**src/rtl/riscv_mt_pkg.sv**
```systemverilog
// Shared types and constants for the multithreaded instruction-side refill path.
package riscv_mt_pkg;
    localparam int MT_NUM_THREADS = 4;
    localparam int MT_LINE_WORDS  = 4;
    localparam int MT_ADDR_W      = 32;
    localparam int TID_W          = $clog2(MT_NUM_THREADS);
    localparam int LINE_BYTES     = MT_LINE_WORDS * 4;
    localparam int LINE_OFF_W     = $clog2(LINE_BYTES);

    typedef enum logic [1:0] {
        IDLE,
        REQ,
        BEAT,
        DONE
    } refill_state_e;

    function automatic logic [MT_ADDR_W-1:0] line_align(input logic [MT_ADDR_W-1:0] addr);
        return {addr[MT_ADDR_W-1:LINE_OFF_W], {LINE_OFF_W{1'b0}}};
    endfunction
endpackage

```
**src/rtl/refill_queue.sv**
```systemverilog
// FIFO of outstanding line refills, one slot per thread, with a line-match
// compare across every valid slot and a per-thread pending vector.
module refill_queue
    import riscv_mt_pkg::*;
#(
    parameter int DEPTH = MT_NUM_THREADS,
    parameter int TW    = TID_W,
    parameter int AW    = MT_ADDR_W
) (
    input  logic             clk,
    input  logic             nReset,
    input  logic             push,
    input  logic [TW-1:0]    push_tid,
    input  logic [AW-1:0]    push_addr,
    input  logic             pop,
    input  logic [AW-1:0]    match_addr,
    output logic             line_match,
    output logic             full,
    output logic             head_valid,
    output logic             more_than_one,
    output logic [TW-1:0]    head_tid,
    output logic [AW-1:0]    head_addr,
    output logic [DEPTH-1:0] pending
);
    localparam int PW = $clog2(DEPTH);

    logic [TW-1:0]    tid_q  [DEPTH];
    logic [AW-1:0]    addr_q [DEPTH];
    logic [DEPTH-1:0] valid_q;
    logic [PW-1:0]    rd_ptr;
    logic [PW-1:0]    wr_ptr;
    logic [PW:0]      count;

    always_ff @(posedge clk or negedge nReset) begin
        if (!nReset) begin
            rd_ptr  <= '0;
            wr_ptr  <= '0;
            count   <= '0;
            valid_q <= '0;
            pending <= '0;
            for (int i = 0; i < DEPTH; i++) begin
                tid_q[i]  <= '0;
                addr_q[i] <= '0;
            end
        end else begin
            // Pop is applied first so a same-cycle push to a freed thread wins.
            if (pop) begin
                valid_q[rd_ptr]        <= 1'b0;
                pending[tid_q[rd_ptr]] <= 1'b0;
                rd_ptr                 <= rd_ptr + PW'(1);
            end
            if (push) begin
                valid_q[wr_ptr] <= 1'b1;
                tid_q[wr_ptr]   <= push_tid;
                addr_q[wr_ptr]  <= push_addr;
                pending[push_tid] <= 1'b1;
                wr_ptr          <= wr_ptr + PW'(1);
            end
            count <= count + {{PW{1'b0}}, push} - {{PW{1'b0}}, pop};
        end
    end

    always_comb begin
        line_match = 1'b0;
        for (int i = 0; i < DEPTH; i++) begin
            if (valid_q[i] && (line_align(addr_q[i]) == line_align(match_addr)))
                line_match = 1'b1;
        end
    end

    assign full          = (count == (PW+1)'(DEPTH));
    assign head_valid    = (count != '0);
    assign more_than_one = (count > (PW+1)'(1));
    assign head_tid      = tid_q[rd_ptr];
    assign head_addr     = addr_q[rd_ptr];
endmodule

```
**src/rtl/inst_refill_controller.sv**
```systemverilog
// Instruction-cache miss handler: filters duplicate misses, queues one refill
// per thread and runs line bursts to external memory in FIFO order.
//
// state | meaning
// IDLE  | queue empty, nothing in flight
// REQ   | burst request for the head line held until MemAck
// BEAT  | collecting LINE_WORDS data beats into the I-cache
// DONE  | one-cycle completion report, head popped
module inst_refill_controller
    import riscv_mt_pkg::*;
#(
    parameter int NUM_THREADS = MT_NUM_THREADS,
    parameter int LINE_WORDS  = MT_LINE_WORDS,
    parameter int ADDR_W      = MT_ADDR_W
) (
    input  logic                           clk,
    input  logic                           nReset,
    input  logic                           InstMiss,
    input  logic [ADDR_W-1:0]              MissAddress,
    input  logic [$clog2(NUM_THREADS)-1:0] MissTID,
    output logic                           IgnoreMiss,
    output logic                           InstRead,
    output logic [ADDR_W-1:0]              FetchingAddress,
    output logic                           InstReady,
    output logic [ADDR_W-1:0]              InstAddress,
    output logic                           DoneRetrieving,
    output logic [$clog2(NUM_THREADS)-1:0] RetrievingDoneFor,
    output logic                           MemReq,
    output logic [ADDR_W-1:0]              MemAddr,
    input  logic                           MemAck,
    input  logic                           MemValid,
    input  logic [31:0]                    MemRdata,
    output logic                           FillWe,
    output logic [ADDR_W-1:0]              FillAddr,
    output logic [31:0]                    FillData
);
    localparam int TW = $clog2(NUM_THREADS);
    localparam int BW = $clog2(LINE_WORDS);

    refill_state_e     state, state_nx;
    logic [BW-1:0]     beat, beat_nx;
    logic              q_push, q_pop;
    logic              q_line_match, q_full, q_head_valid, q_more;
    logic [TW-1:0]     q_head_tid;
    logic [ADDR_W-1:0] q_head_addr;
    logic [ADDR_W-1:0] head_line;
    logic [NUM_THREADS-1:0] q_pending;

    refill_queue #(
        .DEPTH (NUM_THREADS),
        .TW    (TW),
        .AW    (ADDR_W)
    ) u_queue (
        .clk           (clk),
        .nReset        (nReset),
        .push          (q_push),
        .push_tid      (MissTID),
        .push_addr     (MissAddress),
        .pop           (q_pop),
        .match_addr    (MissAddress),
        .line_match    (q_line_match),
        .full          (q_full),
        .head_valid    (q_head_valid),
        .more_than_one (q_more),
        .head_tid      (q_head_tid),
        .head_addr     (q_head_addr),
        .pending       (q_pending)
    );

    // The head stays valid through DONE, so a miss on the line being completed is dropped.
    assign IgnoreMiss = InstMiss && (q_pending[MissTID] || q_line_match || q_full);
    assign q_push     = InstMiss && !IgnoreMiss;
    assign head_line  = line_align(q_head_addr);

    always_ff @(posedge clk or negedge nReset) begin
        if (!nReset) begin
            state <= IDLE;
            beat  <= '0;
        end else begin
            state <= state_nx;
            beat  <= beat_nx;
        end
    end

    always_comb begin
        state_nx          = state;
        beat_nx           = beat;
        q_pop             = 1'b0;
        InstRead          = 1'b0;
        FetchingAddress   = '0;
        InstReady         = 1'b0;
        InstAddress       = '0;
        DoneRetrieving    = 1'b0;
        RetrievingDoneFor = '0;
        MemReq            = 1'b0;
        MemAddr           = '0;
        FillWe            = 1'b0;
        FillAddr          = '0;
        FillData          = '0;
        case (state)
            IDLE: begin
                if (q_head_valid) state_nx = REQ;
            end
            REQ: begin
                InstRead        = 1'b1;
                FetchingAddress = q_head_addr;
                MemReq          = 1'b1;
                MemAddr         = head_line;
                if (MemAck) begin
                    state_nx = BEAT;
                    beat_nx  = '0;
                end
            end
            BEAT: begin
                InstRead        = 1'b1;
                FetchingAddress = q_head_addr;
                if (MemValid) begin
                    FillWe   = 1'b1;
                    FillAddr = head_line + (ADDR_W'(beat) << 2);
                    FillData = MemRdata;
                    beat_nx  = beat + BW'(1);
                    if (beat == BW'(LINE_WORDS - 1)) state_nx = DONE;
                end
            end
            DONE: begin
                FetchingAddress   = q_head_addr;
                InstReady         = 1'b1;
                DoneRetrieving    = 1'b1;
                RetrievingDoneFor = q_head_tid;
                InstAddress       = q_head_addr;
                q_pop             = 1'b1;
                state_nx          = (q_more || q_push) ? REQ : IDLE;
            end
            default: state_nx = IDLE;
        endcase
    end
endmodule
```
**config.mk**
```make
export PLATFORM = sky130hd
export DESIGN_NAME = inst_refill_controller
export DESIGN_NICKNAME = d
export VERILOG_FILES = /design/src/rtl/riscv_mt_pkg.sv /design/src/rtl/refill_queue.sv /design/src/rtl/inst_refill_controller.sv
export SDC_FILE = /design/constraint.sdc
export NUM_CORES = 1
export LEC_CHECK = 0
export CORE_UTILIZATION = 46
export DETAILED_ROUTE_END_ITERATION = 12
export GPL_TIMING_DRIVEN = 0
export PLACE_DENSITY_LB_ADDON = 0.05
export RECOVER_POWER = 25
export SKIP_CTS_REPAIR_TIMING = 1
export SLEW_MARGIN = 10
export SYNTH_ARGS = -nofsm -noshare
export SYNTH_HDL_FRONTEND = slang
export SYNTH_SLANG_ARGS = --single-unit
```
**constraint.sdc**
```tcl
create_clock -name clk -period 2.8 [get_ports clk]
set_clock_uncertainty 0.2 [all_clocks]
set_input_delay 0.28 -clock clk [delete_from_list [all_inputs] [get_ports clk]]
set_output_delay 0.28 -clock clk [all_outputs]
set_load 0.1 [all_outputs]
```
==> impl_metrics.csv, run 1 <==
group,metric,value,unit
synthesis,netlist_instances,824,
die,core-area,0.0212,mm2
finish,fin_nets,1161,
die,start_util,47.4,%
finish,fillers,1793,
critical_path,endpoint,"IgnoreMiss",
synthesis,synth.most_common_cell,"dfrtp_1",
synthesis,ys_warn_count,0,
synthesis,yosys.area.top_type,"dfrtp_1",
critical_path,cp_common_cell,"buf_6",
timing,layout_setup_ws,-0.168,ns
critical_path,crit_chain,"xnor2_1, nand4_1, nor4_4, nand4_2, buf_6, a31oi_2, buf_6",
die,fp.dieH,150,um
finish,multiInputGateArea,0.00590,mm2
timing,fin_crit_sh,106,%
synthesis,synth_area_per_cell,12.2,um2
critical_path,reg2reg_depth,11,
critical_path,critPathRequiredTime,2.32,ns
cts,cts_root_buf,"clkbuf_16",
cts,cts_tree,"yes",
critical_path,worstSetupPathType,"register to primary output",
synthesis,synth_mux_area_share,27.5,%
critical_path,startpoint_type,"register",
placement,post-place-ws,-1.16,ns
grt,antenna_found_initial,2,
synthesis,synth_flop_cell,"dfrtp_1",
grt,grt_pass1_vias,7228,
synthesis,synth.distinct_cells,39,
routing,via_per_inst,5.30,
synthesis,synth_compound_area_share,1.72,%
critical_path,crit_path_end_kind,"primary output",
run,max-cap-violations,0,
timing,worst_pin_slew,1.28,ns
synthesis,synth-seq-cells,155,
cts,clk_pin_slew_worst_paths,0.07,ns
timing,hold_viol_final,0,
critical_path,path_delay_family,"simple AND/OR/NAND/NOR gates",
critical_path,crit_path_start,"u_queue.addr_q[54]$_DFFE_PN0P_",
die,die_x,150,um
synthesis,synth_edf_count,0,
cts,htreeDepth,4,
synthesis,synth-simple-area-share,14.7,%
placement,port_buffers,202,
synthesis,synth_common_cells,"dfrtp_1 (155), mux2_4 (116), xnor2_1 (108), and2_1 (93), mux4_2 (35)",
grt,track_usage,27.0,%
synthesis,netlist_area,0.0101,mm2
die,fp-row-count,53,
cts,clock_sinks,155,
placement,hpwl,22300,um
routing,drt-initial-drc-count,369,
grt,grt_max_degree,107,
critical_path,max_stage_delay,0.41,ns
timing,setup_viol,18,
routing,drc,0,
routing,vias,7214,
synthesis,synth_top_family_by_area,"multiplexers",
grt,grt_overflow,0,
finish,layout-drive-gt1-share,47.4,%
routing,antenna_left,0,
synthesis,yosys.area_share.adder,2.31,%
timing,slew_headroom,14.9,%
die,ios,239,
critical_path,worstReg2RegEnd,"u_queue.count[2]$_DFF_PN0_",
synthesis,synth_xor_area_share,9.84,%
critical_path,worstPathMaxFanout,4,
status,violations,"negative setup slack",
critical_path,r2r_setup_slack,-0.10,ns
placement,gp_congestion,0.828,
routing,wl,30200,um
routing,first_pass_iters,5,
timing,finalMaxSlewViolations,0,
critical_path,slowest_stage,"dfrtp_1",
cts,cts_buffer_depth,2,
finish,regArea,0.00388,mm2
cts,cts_buffers,17,
synthesis,yosysSeqAreaShare,38.6,%
synthesis,ys_top_cells_by_area,"dfrtp_1 (39%), mux2_4 (17%), xnor2_1 (9.4%)",
critical_path,rr_startpoint,"u_queue.addr_q[54]$_DFFE_PN0P_",
timing,rsz0062_at_grt,"yes",
timing,fmaxAchievable,337,MHz
synthesis,ys_async_sr_fraction,100,%
die,die_area,0.0225,mm2
grt,grt_pass1_wl,44000,um
routing,routedWlPerCell,22.2,um
critical_path,cp.arrival,2.49,ns
status,outcome,"complete, but fails checks",
finish,area_growth,30.8,%
cts,clkLatencyLatePin,0.43,ns
critical_path,path_depth,7,
synthesis,synth_top_area_share,38.6,%
timing,period_minus_slack,2.97,ns
hold_path,hp-class,"input port to register",
critical_path,crit_buf_inv,2,
[how the worst min path moves through the flow]
stage,endpoint,slack (ns),cells after the start,from
floorplan,beat[0]$_DFFE_PN0P_,-0.22,0,nReset
global placement,u_queue.pending[0]$_DFF_PN0_,0.26,2,u_queue.pending[0]$_DFF_PN0_
detailed placement,u_queue.addr_q[78]$_DFFE_PN0P_,0.01,1,nReset
CTS,u_queue.addr_q[78]$_DFFE_PN0P_,-0.45,1,nReset
global route,u_queue.addr_q[95]$_DFFE_PN0P_,0.03,2,MissAddress[31]
finish,u_queue.addr_q[95]$_DFFE_PN0P_,0.02,2,MissAddress[31]
[layout by cell type, fill, tap and decap left out, types with 28 or more instances in the layout]
cell type | netlist | layout
and3_1 | 34 | 34
mux2_4 | 116 | 116
buf_4 | 7 | 77
clkbuf_2 | 0 | 35
nand2_1 | 28 | 28
clkbuf_4 | 0 | 58
mux4_2 | 35 | 35
clkdlybuf4s50_1 | 0 | 39
nor2b_2 | 0 | 29
dfrtp_1 | 155 | 155
buf_2 | 31 | 49
and2_1 | 93 | 93
xnor2_1 | 108 | 99
[final cells by class]
cell class                      instances  area share [%]
Tap cell                              275            2.62
Clock buffer                           18            3.34
Inverter                               19           0.562
Antenna cell                            1          0.0190
Multi-Input combinational cell        576            44.9
Buffer                                 79            4.35
Clock inverter                         14            1.03
Timing Repair Buffer                  224            13.7
Sequential cell                       155            29.5
[routing by layer]
| metal | part of all wire, % | track usage [%] |
|---|---|---|
| met4 | 2.8 | 10.8 |
| met1 | 41 | 34.2 |
| met3 | 7.1 | 5.67 |
| met2 | 49 | 45.1 |
| met5 | 0 | 0 |
[cell families after synthesis]
logic type / after synthesis
compound gates: 27
xor+xnor: 113
fa+ha+maj: 18
buf+inv: 98
flops: 155
mux: 172
other cells: 1
simple gates: 240
[stage by stage]
| stage | utilization [%] | cells | instance area [um2] | hold WS (ns) | setup TNS, ns |
|---|---|---|---|---|---|
| 3_5_place_dp | 59.2 | 1307 | 12600 | 0.0104 | -188.22 |
| 2_1_floorplan | - | 829 | 10200 | -0.216 | -0.293 |
| 6_report | 61.9 | 1361 | 13100 | 0.0223 | -0.566 |
| 3_3_place_gp | 59.0 | 1306 | 12500 | 0.261 | -999.68 |
| 4_1_cts | 61.9 | 1339 | 13100 | -0.453 | -249.21 |
| 5_1_grt | 61.9 | 1361 | 13100 | 0.0315 | -5.03 |
[flip-flops by register name (all words and copies together) (netlist names)]
name             cells
u_queue.valid_q      4
u_queue.count        3
state                2
beat                 2
u_queue.pending      4
u_queue.tid_q        8
u_queue.wr_ptr       2
u_queue.rd_ptr       2
u_queue.addr_q     128
[worst register-to-register path: cells and delay by family, from the launching register on]
kind,cells,cell delay (ns)
xor gates and xnor gates,2,0.37
and+or+nand+nor,4,0.89
DFF,1,0.41
adders and majority gates,2,0.55
buffers and inverters,3,0.37
Power of run 1 is left out: the tool's default activity adds up to more than one toggle a clock period on the data nets, which glitch-free logic cannot reach.
==> run 2: changes to the inputs <==
--- a/config.mk
+++ b/config.mk
@@ -5,7 +5,9 @@
 export SDC_FILE = /design/constraint.sdc
 export NUM_CORES = 1
 export LEC_CHECK = 0
-export CORE_UTILIZATION = 46
+export CELL_PAD_IN_SITES_DETAIL_PLACEMENT = 1
+export CELL_PAD_IN_SITES_GLOBAL_PLACEMENT = 1
+export CORE_UTILIZATION = 36
 export DETAILED_ROUTE_END_ITERATION = 12
 export GPL_TIMING_DRIVEN = 0
 export PLACE_DENSITY_LB_ADDON = 0.05
==> run 2 against run 1 <==
- the flow finishes with violations (max-capacitance violations, max-slew violations, negative setup slack)
- setup slack lost 0.069 ns
- routed wire length grew 14%
- sequential cell count is the same
- final cell count grew 9.7%
- register-to-register slack lost 0.11 ns
- first-iteration DRC count shrank 9.5%
==> impl_metrics.csv, run 2 (same netlist as run 1, synthesis figures left out) <==
group,metric,value,unit
timing,setup_viol,116,
die,fp-row-count,60,
routing,antenna_left,0,
grt,grt_overflow,0,
die,die_area,0.0286,mm2
finish,fillers,2906,
timing,setup_tns,-10.82,ns
grt,grt_pass1_vias,7415,
critical_path,endpoint,"IgnoreMiss",
cts,clkLatencyLatePin,0.44,ns
finish,layout_commonest_cell,"dfrtp_1",
status,outcome,"complete, but fails checks",
timing,rsz0062_at_grt,"yes",
finish,reg_top3,"u_queue.addr_q x128, u_queue.tid_q x8",
critical_path,worstPathMaxFanout,6,
routing,first_pass_iters,4,
routing,routedWlPerCell,23.0,um
cts,cts_root_buf,"clkbuf_16",
timing,worst_pin_slew,2.02,ns
routing,vias,7510,
critical_path,rr_startpoint,"u_queue.addr_q[101]$_DFFE_PN0P_",
grt,track_usage,22.9,%
die,core-area,0.0272,mm2
die,ios,239,
status,violations,"max-capacitance violations, max-slew violations, negative setup slack",
finish,area_growth,37.8,%
finish,n_antenna_cell,0,
critical_path,worstReg2RegEnd,"u_queue.addr_q[48]$_DFFE_PN0P_",
timing,finalMaxSlewViolations,75,
cts,htreeDepth,4,
grt,grt_pass1_wl,47900,um
finish,regMostFlops,"u_queue.addr_q",
critical_path,cp.arrival,2.56,ns
die,start_util,37.0,%
timing,period_minus_slack,3.04,ns
cts,clock_sinks,155,
grt,grt_max_degree,82,
timing,fin_crit_sh,108,%
critical_path,crit_path_end_kind,"primary output",
critical_path,startpoint_type,"register",
cts,cts_buffer_depth,2,
critical_path,r2r_setup_slack,-0.21,ns
routing,drc,0,
timing,slew_headroom,-34.5,%
critical_path,crit_path_start,"u_queue.addr_q[101]$_DFFE_PN0P_",
placement,gp_congestion,0.793,
die,die_x,169,um
cts,clk_pin_slew_worst_paths,0.07,ns
timing,layout_setup_ws,-0.236,ns
placement,hpwl,23800,um
critical_path,worstSetupPathType,"register to primary output",
finish,layout-drive-gt1-share,48.5,%
grt,antenna_found_initial,3,
routing,drt-initial-drc-count,334,
cts,cts_tree,"yes",
placement,port_buffers,202,
timing,fmaxAchievable,329,MHz
finish,fin_nets,1197,
critical_path,critPathRequiredTime,2.32,ns
hold_path,hp-class,"input port to register",
routing,via_per_inst,5.03,
timing,hold_viol_final,0,
cts,cts_buffers,17,
routing,wl,34400,um
run,max-cap-violations,1,
hold_path,hold-path-cell-count,2,
die,fp.dieH,169,um
finish,largest_register_ff_count,128,
critical_path,reg2reg_depth,9,
finish,final_cell_mix,"dfrtp_1 (155), mux2_4 (116), xnor2_1 (101)",
run 2: changes by cell type in the layout (fill, tap and decap cells not counted), moves of 3 or more:
cell / previous run / this run
buf_12: 6 / 18
buf_2: 49 / 57
buf_4: 77 / 93
buf_6: 23 / 20
clkbuf_1: 6 / 9
clkbuf_16: 19 / 27
clkbuf_2: 35 / 24
run 2: metal layers:
layer | up-vias | wire length, um | share of wire, % | GRT usage (%)
met3 | 23 | 1830 | 5.3 | 4.70
met1 | 3849 | 15300 | 45 | 30.9
li1 | 3395 | - | - | -
met2 | 241 | 16900 | 49 | 37.6
met4 | 2 | 333 | 0.97 | 5.44
met5 | - | 13 | 0.038 | 0
run 2: final cells by class:
cell class,instances,area (um2),area share [%]
multi-input combinational,579,5940,42.9
timing repair buffer,258,2260,16.3
clock buffer,20,447,3.22
tap,372,465,3.36
inverter,19,73.8,0.533
clock inverter,12,139,1.00
buffer,78,644,4.65
sequential,155,3880,28.0
run 2: metrics by stage:
step / worst slack [ns] / hold slack (ns) / cell area (um2) / cells / util (%)
final: -0.236 / 0.0306 / 13900 / 1493 / 51.0
after global routing: -0.247 / 0.0390 / 13900 / 1493 / 51.0
after CTS: -1.68 / -0.358 / 13300 / 1436 / 48.8
after detailed placement: -1.28 / 0.0997 / 12700 / 1404 / 46.6
after global placement: -5.71 / 0.262 / 12600 / 1403 / 46.5
after floorplan: -0.0996 / -0.216 / 10200 / 829 / -
run 2: worst min path at each step:
stage	from	end
3_3_place_gp	u_queue.pending[0]$_DFF_PN0_	u_queue.pending[0]$_DFF_PN0_
6_report	MissAddress[13]	u_queue.addr_q[13]$_DFFE_PN0P_
5_1_grt	MissAddress[14]	u_queue.addr_q[46]$_DFFE_PN0P_
2_1_floorplan	nReset	beat[0]$_DFFE_PN0P_
3_5_place_dp	nReset	u_queue.addr_q[83]$_DFFE_PN0P_
4_1_cts	nReset	u_queue.addr_q[83]$_DFFE_PN0P_
run 2: worst max-delay path: stages (launching register included):
cell	delay [ns]
dfrtp_1	0.41
xnor2_1	0.37
nand4_1	0.23
nor4_2	0.40
a22oi_2	0.21
a31oi_2	0.25
buf_6	0.25
Power of run 2 is left out for the same reason.
==> run 3: changes to the inputs <==
--- a/config.mk
+++ b/config.mk
@@ -7,13 +7,14 @@
 export LEC_CHECK = 0
 export CELL_PAD_IN_SITES_DETAIL_PLACEMENT = 1
 export CELL_PAD_IN_SITES_GLOBAL_PLACEMENT = 1
-export CORE_UTILIZATION = 36
+export CORE_UTILIZATION = 37
+export CTS_BUF_LIST = sky130_fd_sc_hd__clkbuf_8
 export DETAILED_ROUTE_END_ITERATION = 12
 export GPL_TIMING_DRIVEN = 0
 export PLACE_DENSITY_LB_ADDON = 0.05
 export RECOVER_POWER = 25
 export SKIP_CTS_REPAIR_TIMING = 1
-export SLEW_MARGIN = 10
+export SLEW_MARGIN = 0
 export SYNTH_ARGS = -nofsm -noshare
 export SYNTH_HDL_FRONTEND = slang
 export SYNTH_SLANG_ARGS = --single-unit
==> run 3 against run 2 <==
- the flow finishes with violations (negative hold slack, max-capacitance violations, max-slew violations, negative setup slack)
- sequential share of layout area rose by 0.44 points
- fmax rose by 2.5%
- die area fell by 2.7%
- setup slack improved by 0.074 ns
- via count fell by 1.3%
- critical path depth did not move
- worst hold slack got worse by 0.035 ns
- global-route usage rose by 0.95 points
- non-clock buffer count fell by 10
- critical path type unchanged
- largest cell class unchanged
==> impl_metrics.csv, run 3 (same netlist as run 1, synthesis figures left out) <==
group,metric,value,unit
die,die_area,0.0278,mm2
grt,grt_pass1_wl,48900,um
routing,drc,0,
finish,regMostFlops,"u_queue.addr_q",
finish,layout_commonest_cell,"dfrtp_1",
routing,via_per_inst,5.13,
finish,reg_top3,"u_queue.addr_q x128, u_queue.tid_q x8",
cts,clock_sinks,155,
timing,worst_pin_slew,1.99,ns
timing,slew_headroom,-32.5,%
critical_path,max_stage_delay,0.47,ns
timing,rsz0062_at_grt,"yes",
finish,final_cell_mix,"dfrtp_1 (154), mux2_4 (116), xnor2_1 (90), and2_1 (90), buf_4 (66)",
critical_path,crit_path_end_kind,"primary output",
cts,clkLatencyLatePin,0.48,ns
cts,cts_buffer_depth,2,
timing,period_minus_slack,2.96,ns
timing,layout_setup_ws,-0.162,ns
finish,largest_register_ff_count,128,
placement,placed_cell_area,0.0126,mm2
timing,finalMaxSlewViolations,84,
die,core-area,0.0264,mm2
critical_path,startpoint_type,"register",
status,outcome,"complete, but fails checks",
cts,cts_root_buf,"clkbuf_8",
cts,clk_pin_slew_worst_paths,0.09,ns
timing,whs,-0.00436,ns
critical_path,path_delay_family,"simple AND/OR/NAND/NOR gates",
critical_path,crit_buf_inv,1,
timing,fmaxAchievable,338,MHz
die,die_x,167,um
placement,hpwl,24300,um
die,start_util,38.1,%
routing,routedWlPerCell,23.0,um
timing,hold_viol_final,2,
routing,antenna_left,0,
grt,antenna_found_initial,3,
die,fp-row-count,59,
routing,wl,33200,um
timing,setup_viol,17,
die,fp.dieH,167,um
cts,cts_buffers,17,
critical_path,critPathRequiredTime,2.32,ns
timing,setup_tns,-0.953,ns
run,max-cap-violations,1,
routing,drt-initial-drc-count,345,
hold_path,hp-class,"input port to register",
critical_path,worstSetupPathType,"register to primary output",
timing,fin_crit_sh,106,%
routing,vias,7416,
critical_path,slowest_stage,"nor4_4",
grt,track_usage,23.8,%
critical_path,worstPathMaxFanout,5,
die,ios,239,
cts,cts_tree,"yes",
finish,stdcell_area,0.0136,mm2
critical_path,cp.arrival,2.48,ns
status,violations,"negative hold slack, max-capacitance violations, max-slew violations, negative setup slack",
cts,htreeDepth,4,
placement,port_buffers,202,
grt,grt_pass1_vias,7591,
finish,layout-drive-gt1-share,48.5,%
critical_path,crit_path_start,"u_queue.addr_q[20]$_DFFE_PN0P_",
grt,grt_max_degree,85,
placement,gp_congestion,0.815,
hold_path,hold_start,"MissAddress[4]",
grt,grt_overflow,0,
finish,area_growth,35.7,%
routing,first_pass_iters,4,
finish,fin_nets,1184,
critical_path,rr_startpoint,"u_queue.addr_q[44]$_DFFE_PN0P_",
critical_path,crit_chain,"xnor2_2, nand4_1, nor4_4, a21oi_4, a31oi_2, buf_6",
-- run 3: cell types whose count changed in the layout (fill, tap and decap cells not counted), moves of 4 or more --
cell and delta:
clkbuf_16 -26, buf_12 -5, clkbuf_8 +18, clkbuf_4 -32, clkbuf_1 -4, xnor2_2 +11, buf_6 +44, buf_4 -27
dlygate4sd3_1 +13, xnor2_1 -11
-- run 3: worst register-to-register path: stages, from the launching register on --
cell	delay (ns)
dfrtp_1	0.44
xnor2_2	0.20
nand4_1	0.18
nor4_4	0.43
nand4_4	0.21
buf_12	0.18
nand4_1	0.08
buf_6	0.14
inv_4	0.04
ha_4	0.15
fa_2	0.40
xnor2_2	0.14
-- run 3: through the flow --
step,util (%),worst slack (ns),cells
2_1_floorplan,-,-0.0996,829
3_3_place_gp,47.8,-5.54,1366
3_5_place_dp,47.9,-1.33,1367
4_1_cts,49.6,-1.79,1399
5_1_grt,51.8,-0.277,1443
6_report,51.8,-0.162,1446
-- run 3: layout make-up --
type                       count  area, um2
clock inverter                13        190
timing repair buffer         247       2160
buffer                        79        667
inverter                      19       73.8
antenna                        3       7.51
sequential                   155       3880
tap                          335        419
fill                        2814      12700
clock buffer                  19        262
multi-input combinational    576       5990
-- run 3: worst paths after layout --
check | endpoint | slack [ns] | cells past startpoint
worst max-delay path | IgnoreMiss | -0.16 | 6
worst min-delay path | u_queue.addr_q[36]$_DFFE_PN0P_ | -0.004 | 2
worst max register to register | u_queue.count[2]$_DFF_PN0_ | -0.09 | 11
worst min register to register | u_queue.pending[0]$_DFF_PN0_ | 0.29 | 2
max in group asynchronous | u_queue.rd_ptr[0]$_DFFE_PN0P_ | 0.32 | 3
min in group asynchronous | u_queue.addr_q[9]$_DFFE_PN0P_ | 0.69 | 2
-- run 3: metal layers --
layer,vias up,part of all wire (%),global-route usage [%]
met2,238,49,39.3
met1,3793,44,31.4
met3,28,5.1,4.68
met5,-,0,0
li1,3357,-,-
met4,0,1.6,7.69
Power of run 3 is left out for the same reason.
